$ cat src/rtl/rv_pkg.sv
// Shared rv32i types and constants used by the pipeline-side blocks.
// Holds the memory-arbiter state encoding and its sizing helper.
package rv_pkg;

    typedef enum logic [2:0] {
        IDLE,
        ADDR_IF,
        ADDR_MEM,
        DATA_IF,
        DATA_MEM
    } arb_state_e;

    localparam logic [3:0] BE_WORD = 4'hF;

    // Eight bits covers the default limit; wider limits grow the counter.
    function automatic int arb_cnt_width(input int unsigned limit);
        return (limit > 255) ? $clog2(limit + 1) : 8;
    endfunction

endpackage

$ cat src/rtl/rv_mem_arbiter.sv
// Single-port memory bus arbiter between IF (fetch) and MEM (load/store).
// MEM wins ties; flushed fetches are drained silently; data phases time out.
module rv_mem_arbiter
    import rv_pkg::*;
#(
    parameter int unsigned TIMEOUT_CYC = 255
) (
    input  logic        i_clk,
    input  logic        i_rst,
    input  logic        i_arb_if_req,
    input  logic [31:0] i_arb_if_addr,
    input  logic        i_arb_if_flush,
    output logic        o_arb_if_rvalid,
    output logic [31:0] o_arb_if_rdata,
    output logic        o_arb_stall_if,
    input  logic        i_arb_mem_req,
    input  logic        i_arb_mem_we,
    input  logic [31:0] i_arb_mem_addr,
    input  logic [31:0] i_arb_mem_wdata,
    input  logic [3:0]  i_arb_mem_be,
    output logic        o_arb_mem_rvalid,
    output logic [31:0] o_arb_mem_rdata,
    output logic        o_arb_stall_mem,
    output logic        o_arb_bus_req,
    output logic        o_arb_bus_we,
    output logic [31:0] o_arb_bus_addr,
    output logic [31:0] o_arb_bus_wdata,
    output logic [3:0]  o_arb_bus_be,
    input  logic        i_arb_bus_gnt,
    input  logic        i_arb_bus_rvalid,
    input  logic [31:0] i_arb_bus_rdata,
    output logic        o_arb_timeout
);

    localparam int CNT_W = arb_cnt_width(TIMEOUT_CYC);
    localparam bit TMO_EN = (TIMEOUT_CYC != 0);
    localparam logic [CNT_W-1:0] CNT_LAST =
        CNT_W'((TIMEOUT_CYC == 0) ? 0 : TIMEOUT_CYC - 1);

    arb_state_e       state;
    arb_state_e       state_nx;
    logic             drop;
    logic             drop_nx;
    logic [CNT_W-1:0] cnt;
    logic [CNT_W-1:0] cnt_nx;

    logic in_addr;
    logic in_data;
    logic in_fetch;
    logic tmo;
    logic done;
    logic load_mem;
    logic load_if;
    logic if_kill;

    always_comb begin
        in_addr  = (state == ADDR_IF) || (state == ADDR_MEM);
        in_data  = (state == DATA_IF) || (state == DATA_MEM);
        in_fetch = (state == ADDR_IF) || (state == DATA_IF);
        // The limit-th data cycle fires when the count is one short of it.
        tmo      = TMO_EN && in_data && !i_arb_bus_rvalid
                   && (cnt == CNT_LAST);
        done     = in_data && (i_arb_bus_rvalid || tmo);
        if_kill  = drop || i_arb_if_flush;
    end

    always_comb begin
        state_nx = state;
        load_mem = 1'b0;
        load_if  = 1'b0;
        unique case (state)
            IDLE: begin
                if (i_arb_mem_req) begin
                    load_mem = 1'b1;
                    state_nx = ADDR_MEM;
                end else if (i_arb_if_req && !i_arb_if_flush) begin
                    load_if  = 1'b1;
                    state_nx = ADDR_IF;
                end
            end
            ADDR_IF: begin
                if (i_arb_bus_gnt) state_nx = DATA_IF;
            end
            ADDR_MEM: begin
                if (i_arb_bus_gnt) state_nx = DATA_MEM;
            end
            DATA_IF, DATA_MEM: begin
                if (done) state_nx = IDLE;
            end
            default: state_nx = IDLE;
        endcase
    end

    always_comb begin
        drop_nx = drop;
        if (state == IDLE || done) begin
            drop_nx = 1'b0;
        end else if (in_fetch && i_arb_if_flush) begin
            drop_nx = 1'b1;
        end
    end

    always_comb begin
        cnt_nx = cnt;
        if (in_addr && i_arb_bus_gnt) begin
            cnt_nx = '0;
        end else if (done) begin
            cnt_nx = '0;
        end else if (in_data) begin
            cnt_nx = cnt + 1'b1;
        end
    end

    always_ff @(posedge i_clk or posedge i_rst) begin
        if (i_rst) begin
            state <= IDLE;
            drop  <= 1'b0;
            cnt   <= '0;
        end else begin
            state <= state_nx;
            drop  <= drop_nx;
            cnt   <= cnt_nx;
        end
    end

    always_ff @(posedge i_clk or posedge i_rst) begin
        if (i_rst) begin
            o_arb_bus_we    <= 1'b0;
            o_arb_bus_addr  <= '0;
            o_arb_bus_wdata <= '0;
            o_arb_bus_be    <= '0;
        end else if (load_mem) begin
            o_arb_bus_we    <= i_arb_mem_we;
            o_arb_bus_addr  <= i_arb_mem_addr;
            o_arb_bus_wdata <= i_arb_mem_wdata;
            o_arb_bus_be    <= i_arb_mem_be;
        end else if (load_if) begin
            o_arb_bus_we    <= 1'b0;
            o_arb_bus_addr  <= i_arb_if_addr;
            o_arb_bus_wdata <= '0;
            o_arb_bus_be    <= BE_WORD;
        end
    end

    always_comb begin
        o_arb_bus_req    = in_addr;
        o_arb_timeout    = tmo;
        o_arb_mem_rvalid = (state == DATA_MEM) && done;
        o_arb_mem_rdata  = '0;
        if (o_arb_mem_rvalid && !tmo && !o_arb_bus_we) begin
            o_arb_mem_rdata = i_arb_bus_rdata;
        end
        // A killed fetch still drains on the bus but is never forwarded.
        o_arb_if_rvalid  = (state == DATA_IF) && done && !if_kill;
        o_arb_if_rdata   = '0;
        if (o_arb_if_rvalid && !tmo) begin
            o_arb_if_rdata = i_arb_bus_rdata;
        end
        o_arb_stall_if   = i_arb_if_req && !o_arb_if_rvalid;
        o_arb_stall_mem  = i_arb_mem_req && !o_arb_mem_rvalid;
    end

endmodule

$ cat config.mk
export PLATFORM = sky130hd
export DESIGN_NAME = rv_mem_arbiter
export DESIGN_NICKNAME = d
export VERILOG_FILES = /design/src/rtl/rv_pkg.sv /design/src/rtl/rv_mem_arbiter.sv
export SDC_FILE = /design/constraint.sdc
export NUM_CORES = 1
export LEC_CHECK = 0
export BUFFER_PORTS_ARGS = -buffer_cell sky130_fd_sc_hd__clkbuf_2
export CAP_MARGIN = 20
export CORE_AREA = 2 2 107 109
export CTS_CLUSTER_DIAMETER = 30
export DETAILED_ROUTE_END_ITERATION = 7
export DIE_AREA = 0 0 109 111
export MAX_ROUTING_LAYER = met4
export PLACE_DENSITY = 0.72
export SETUP_SLACK_MARGIN = 0.15
export SYNTH_ARGS = -nofsm -noshare
export SYNTH_HDL_FRONTEND = slang
export SYNTH_SLANG_ARGS = --single-unit
$ cat constraint.sdc
create_clock -name i_clk -period 2.61 [get_ports i_clk]
set_input_delay 0.261 -clock i_clk [delete_from_list [all_inputs] [get_ports i_clk]]
set_output_delay 0.261 -clock i_clk [all_outputs]
set_load 0.03 [all_outputs]
* Word-level counts from Yosys, hierarchy flattened *
Cells that the tools add are included.

storage, ports and cells
  register bits after elaboration = 81
  input port bits = 140
  output and inout port bits = 139
  logic and storage cells = 76

operators by class
  equal/unequal tests = 9
  add/subtract/negate cells = 1
  reductions and logical operators = 33
  multiplexer cells = 26

operators by type and width
  kind                   count
  $mux W32               6
  $mux W8                3
  $mux W3                5
  $logic_and A1 B1 Y1    14
  $pmux W3 S4            1
  $mux W1                9
  $add A8 B1 Y8 const B  1
  $eq A8 B8 Y1 const B   1
  $mux W4                2
  $logic_not A1 Y1       7
  $eq A3 B2 Y1 const B   2
  $logic_or A1 B1 Y1     6
  $ne A2 B2 Y1 const B   3
  $reduce_and A4 Y1      1
  $reduce_bool A2 Y1     2
  $eq A3 B1 Y1 const B   1
  $eq A3 B3 Y1 const B   1
  $logic_not A3 Y1       1
  $ne A3 B3 Y1 const B   1
  $reduce_bool A3 Y1     1
  $reduce_or A2 Y1       1

* Logic depth before layout (Yosys ltp) *
  depth in word-level cells = 10
  depth in mapped cells = 7
  gate-level depth less buffers = 5

* Least setup slack after synthesis *
Ideal clock, no wire load.

  path kind = flip-flop to output port
  start = register cnt[0]
  end = output o_arb_stall_if
  arrival = 2.220 ns
  cell stages (with the launch flop) = 6
  path buffers = 0
  path slack = 0.129 ns
  cell sequence = dfrtp_1 inv_1 ha_1 a41oi_1 nor4_1 nor2_1

on the way
  cells in the longest elaborated chain, start to end = 8

ends and longest elaborated chain
  what                               RTL line               text
  start: declaration                 rv_mem_arbiter.sv:44   logic [CNT_W-1:0] cnt;
  start signal: assignment           rv_mem_arbiter.sv:122  cnt <= cnt_nx;
  $eq A8 B8 Y1                       rv_mem_arbiter.sv:62   && (cnt == CNT_LAST);
  $logic_and A1 B1 Y1                rv_mem_arbiter.sv:62
  $logic_or A1 B1 Y1                 rv_mem_arbiter.sv:63   done = in_data && (i_arb_bus_rvalid || tmo);
  $logic_and A1 B1 Y1                rv_mem_arbiter.sv:63
  $logic_and A1 B1 Y1 (2 in series)  rv_mem_arbiter.sv:154  o_arb_if_rvalid = (state == DATA_IF) && done && !if_kill;
  named net o_arb_if_rvalid          rv_mem_arbiter.sv:13   output logic o_arb_if_rvalid,
  $logic_not A1 Y1                   rv_mem_arbiter.sv:159  o_arb_stall_if = i_arb_if_req && !o_arb_if_rvalid;
  $logic_and A1 B1 Y1                rv_mem_arbiter.sv:159
  end: declaration                   rv_mem_arbiter.sv:15   output logic o_arb_stall_if,

The timed path passes the listed nets, and every way through them passes these cells.

* Worst setup path in the final report *
  start = register state[2]
  end = output o_arb_mem_rdata[21]

on the way
  cells in the longest elaborated chain, start to end = 10
  elaborated cells on any way between the ends = 12

ends and longest elaborated chain
  what                                          RTL line                                     text
  start: declaration                            rv_mem_arbiter.sv:40                         arb_state_e state;
  start signal: assignment                      rv_mem_arbiter.sv:120                        state <= state_nx;
  $eq A3 B2 Y1 or $eq A3 B3 Y1 (tied branches)  rv_mem_arbiter.sv:58, rv_mem_arbiter.sv:148
  $logic_or A1 B1 Y1                            rv_mem_arbiter.sv:58                         in_data = (state == DATA_IF) || (state == DATA_MEM);
  $logic_and A1 B1 Y1                           rv_mem_arbiter.sv:61                         tmo = TMO_EN && in_data && !i_arb_bus_rvalid
  $logic_and A1 B1 Y1                           rv_mem_arbiter.sv:62
  $logic_or A1 B1 Y1                            rv_mem_arbiter.sv:63
  $logic_and A1 B1 Y1                           rv_mem_arbiter.sv:63
  $logic_and A1 B1 Y1                           rv_mem_arbiter.sv:148                        o_arb_mem_rvalid = (state == DATA_MEM) && done;
  $logic_and A1 B1 Y1 (*) (2 in series)         rv_mem_arbiter.sv:150                        if (o_arb_mem_rvalid && !tmo && !o_arb_bus_we) begin
  $mux W32 (*)                                  rv_mem_arbiter.sv:150
  end: declaration                              rv_mem_arbiter.sv:22                         output logic [31:0] o_arb_mem_rdata,

Mark *: on every way between the ends. The rest lies on a longest branch, timed or not.

==> flow_summary_export.csv <==
group,metric,value,unit
grt,overflow,0,
power_and_ir_drop,powerDensity,1110,nW/µm²
floorplan,start_util,36.0,%
synth,avgSynthCellArea,10.4,µm²
worst_setup_path,critPathMaxFanout,11,
sta,fin_setup_tns,0,ps
worst_setup_path,crit_arrival,2110,ps
sta,clock_skew,6.24,ps
synth,async_flop_share,100,%
grt,grt_max_degree,98,
floorplan,dieArea,12100,µm²
worst_setup_path,r2r-end,"o_arb_bus_wdata[14]",
grt,grt_pass1_vias,3782,
worst_setup_path,cp_num_buf_inv,2,
synth,synth_flop_cell,"dfrtp_1",
power_and_ir_drop,combinationalPowerShare,47.6,%
cells_and_area,n_fill_cell,1026,
power_and_ir_drop,ir_worst_vdd,0.708,mV
sta,rsz0062_at_grt,"no",
floorplan,io_pins,279,
synth,synth-edff-count,0,
clocking,numCtsBuffers,9,
worst_setup_path,path_class,"register to output pin",
worst_setup_path,path_delay_family,"simple AND/OR/NAND/NOR gates",
power_and_ir_drop,switching_share,45.4,%
floorplan,coreArea,11100,µm²
worst_setup_path,start_kind,"register",
cells_and_area,final_core_util,52.7,%
clocking,cts_tree,"done",
placed_design,gp_congestion,0.831,
clocking,cts_root_buf,"clkbuf_16",
grt,antenna_found_initial,0,
synth,yosysUniqueCellTypes,43,
cells_and_area,final_cell_mix,"278 x clkbuf_2, 79 x dfrtp_1, 66 x and2_1, 36 x nand2_1",
drt,post_drt_wl_per_cell,15.1,µm
drt,routed.top_layer,"met4",
sta,setup_violations,0,
power_and_ir_drop,seq_power_share,33.2,%
grt,grt_first_pass_wirelength,18500,µm
sta,drv_slew,0,
cells_and_area,drive_gt1_share,47.7,%
placed_design,io_buffer_count,278,
power_and_ir_drop,p_sw,2.95,mW
synth,ys_seq_area_share,50.8,%
clocking,clk_pin_slew,60,ps
clocking,cts_sinks,81,
cells_and_area,area_growth,46.3,%
sta,relSlewSlack,42.8,%
worst_setup_path,slowest_stage,"dfrtp_1",
floorplan,die_w,109,µm
drt,via_per_inst,4.83,
worst_setup_path,reg2reg_slack,760,ps
drt,wl_met2,6450,µm
worst_setup_path,critical_path_required,2350,ps
power_and_ir_drop,pwr-share-clk,19.2,%
drt,dr.pass1.iters,4,
drt,num_vias,3866,
cells_and_area,n_antenna_cell,0,
synth,yosysWarnings,0,
drt,wl,12100,µm
drt,wl_met3,728,µm
drt,drc_errors,0,
sta,holdWs,49.4,ps
sta,final.period_utilization,90.9,%
min_path,hold_path_class,"primary input to async pin",
clocking,htreeDepth,3,
clocking,cts_setup_buffers,0,
power_and_ir_drop,p_leak,3.22,nW
drt,drtIter0Drc,141,
worst_setup_path,worstPathCellList,"or3b_4 -> nor3b_4 -> buf_4 -> and2_1 -> clkbuf_2",
flow_run,max_cap_violations,0,
drt,wl_met1,4800,µm
sta,fin_crit,2370,ps
cells_and_area,layoutNonFillerInstCount,801,
synth,syn_nets,524,
synth,synthCells,382,
sta,worst_pin_slew,858,ps
placed_design,dp_cells,786,
drt,final_antenna_net_count,0,
cells_and_area,multi_input_area,1840,µm²
floorplan,fp.dieH,111,µm
cells_and_area,layout_commonest_cell,"clkbuf_2",
sta,finalHoldViolCount,0,
worst_setup_path,endpoint_kind,"output pin",
sta,timing.fmax,422,MHz
placed_design,dpl.hpwl,9600,µm
power_and_ir_drop,p_int,3.55,mW
cells_and_area,final_net_count,796,
grt,grt.total_usage,20.4,%
worst_setup_path,cp_slowest_stage_delay,500,ps
outcome,status,"finished clean",
synth,syn_area,3990,µm²
cells_and_area,regArea,2030,µm²
floorplan,placementRows,39,
worst_setup_path,r2r-start,"state[2]",
clocking,insertion_delay,330,ps
worst_setup_path,ff2ff_path_depth,4,
power_and_ir_drop,power,6.50,mW
clocking,clk_path_buf_depth,2,
synth,synth-seq-cells,81,
worst register-to-register path, delay by kind of cell, from the launching register on:
kind / cells / cell delay [ps]
DFF: 1 / 470
buffers and inverters: 1 / 370
and+or+nand+nor: 1 / 440
AOI/OAI and AO/OA: 2 / 450
state kept, by name, summed over array words and instances (netlist names):
name	count
cnt	8
drop	1
o_arb_bus_addr	32
o_arb_bus_be	4
o_arb_bus_wdata	32
o_arb_bus_we	1
state	3
area by class of cell:
type / instances / share of cell area, %
well taps: 143 / 3.07
flip-flops and latches: 81 / 34.8
clock buffers: 12 / 4.39
clock inverters: 3 / 0.686
multi-input cells: 268 / 31.6
inverters: 7 / 0.472
repair buffers: 287 / 25.1
worst max path at each step:
stage / start / slack (ps) / end / cells after the start
2_1_floorplan: i_rst / 270 / cnt[0] / 1
3_3_place_gp: state[0] / 560 / o_arb_mem_rdata[21] / 5
3_5_place_dp: state[0] / 530 / o_arb_mem_rdata[20] / 5
4_1_cts: state[0] / 170 / o_arb_mem_rdata[6] / 5
5_1_grt: state[0] / 170 / o_arb_mem_rdata[21] / 5
6_report: state[2] / 240 / o_arb_mem_rdata[21] / 5
synth_stat cells (4+ instances only):
| cell type | number | area (µm²) |
|---|---|---|
| o22a_1 | 4 | 35.0 |
| nand2_1 | 36 | 135 |
| dfrtp_1 | 81 | 2030 |
| mux2i_1 | 34 | 340 |
| inv_1 | 7 | 26.3 |
| buf_2 | 12 | 60.1 |
| o21ai_0 | 34 | 170 |
| and2_1 | 66 | 413 |
| o21ai_1 | 4 | 20.0 |
| a22o_1 | 33 | 289 |
| clkbuf_1 | 10 | 37.5 |
| nor2_1 | 7 | 26.3 |
| a21oi_1 | 5 | 25.0 |
logic make-up after synthesis:
family          share of synthesized area, %
buf+inv                                 3.67
compound gates                          16.6
mux                                     8.53
fa+ha+maj                              0.627
simple gates                            19.1
xor+xnor                               0.659
flops                                   50.8
through the flow:
stage                     setup WS, ps  area (µm²)
after floorplan                    269        4000
after global placement             565        5530
after detailed placement           529        5530
after CTS                          169        5820
after global routing               173        5840
final                              238        5840
power by group through the flow:
| stage | Sequential (mW) | Clock (mW) | Combinational, mW |
|---|---|---|---|
| 2_1_floorplan | 3.07 | 0 | 1.23 |
| 3_3_place_gp | 2.15 | 0 | 3.05 |
| 3_5_place_dp | 2.16 | 0 | 3.12 |
| 4_1_cts | 2.16 | 1.28 | 3.12 |
| 5_1_grt | 2.23 | 1.34 | 3.33 |
| 6_report | 2.16 | 1.25 | 3.09 |
metal layers:
layer / vias to the layer above / track usage [%]
met4: 0 / 6.92
met5: - / -
met3: 9 / 2.53
met2: 172 / 36.4
met1: 1799 / 23.2
li1: 1886 / -
timing repair:
action	in CTS	in global routing
resized for setup	0	4
hold buffers	0	0
setup endpoints to repair	0	65
No activity file was read; power rests on OpenSTA's default activity.
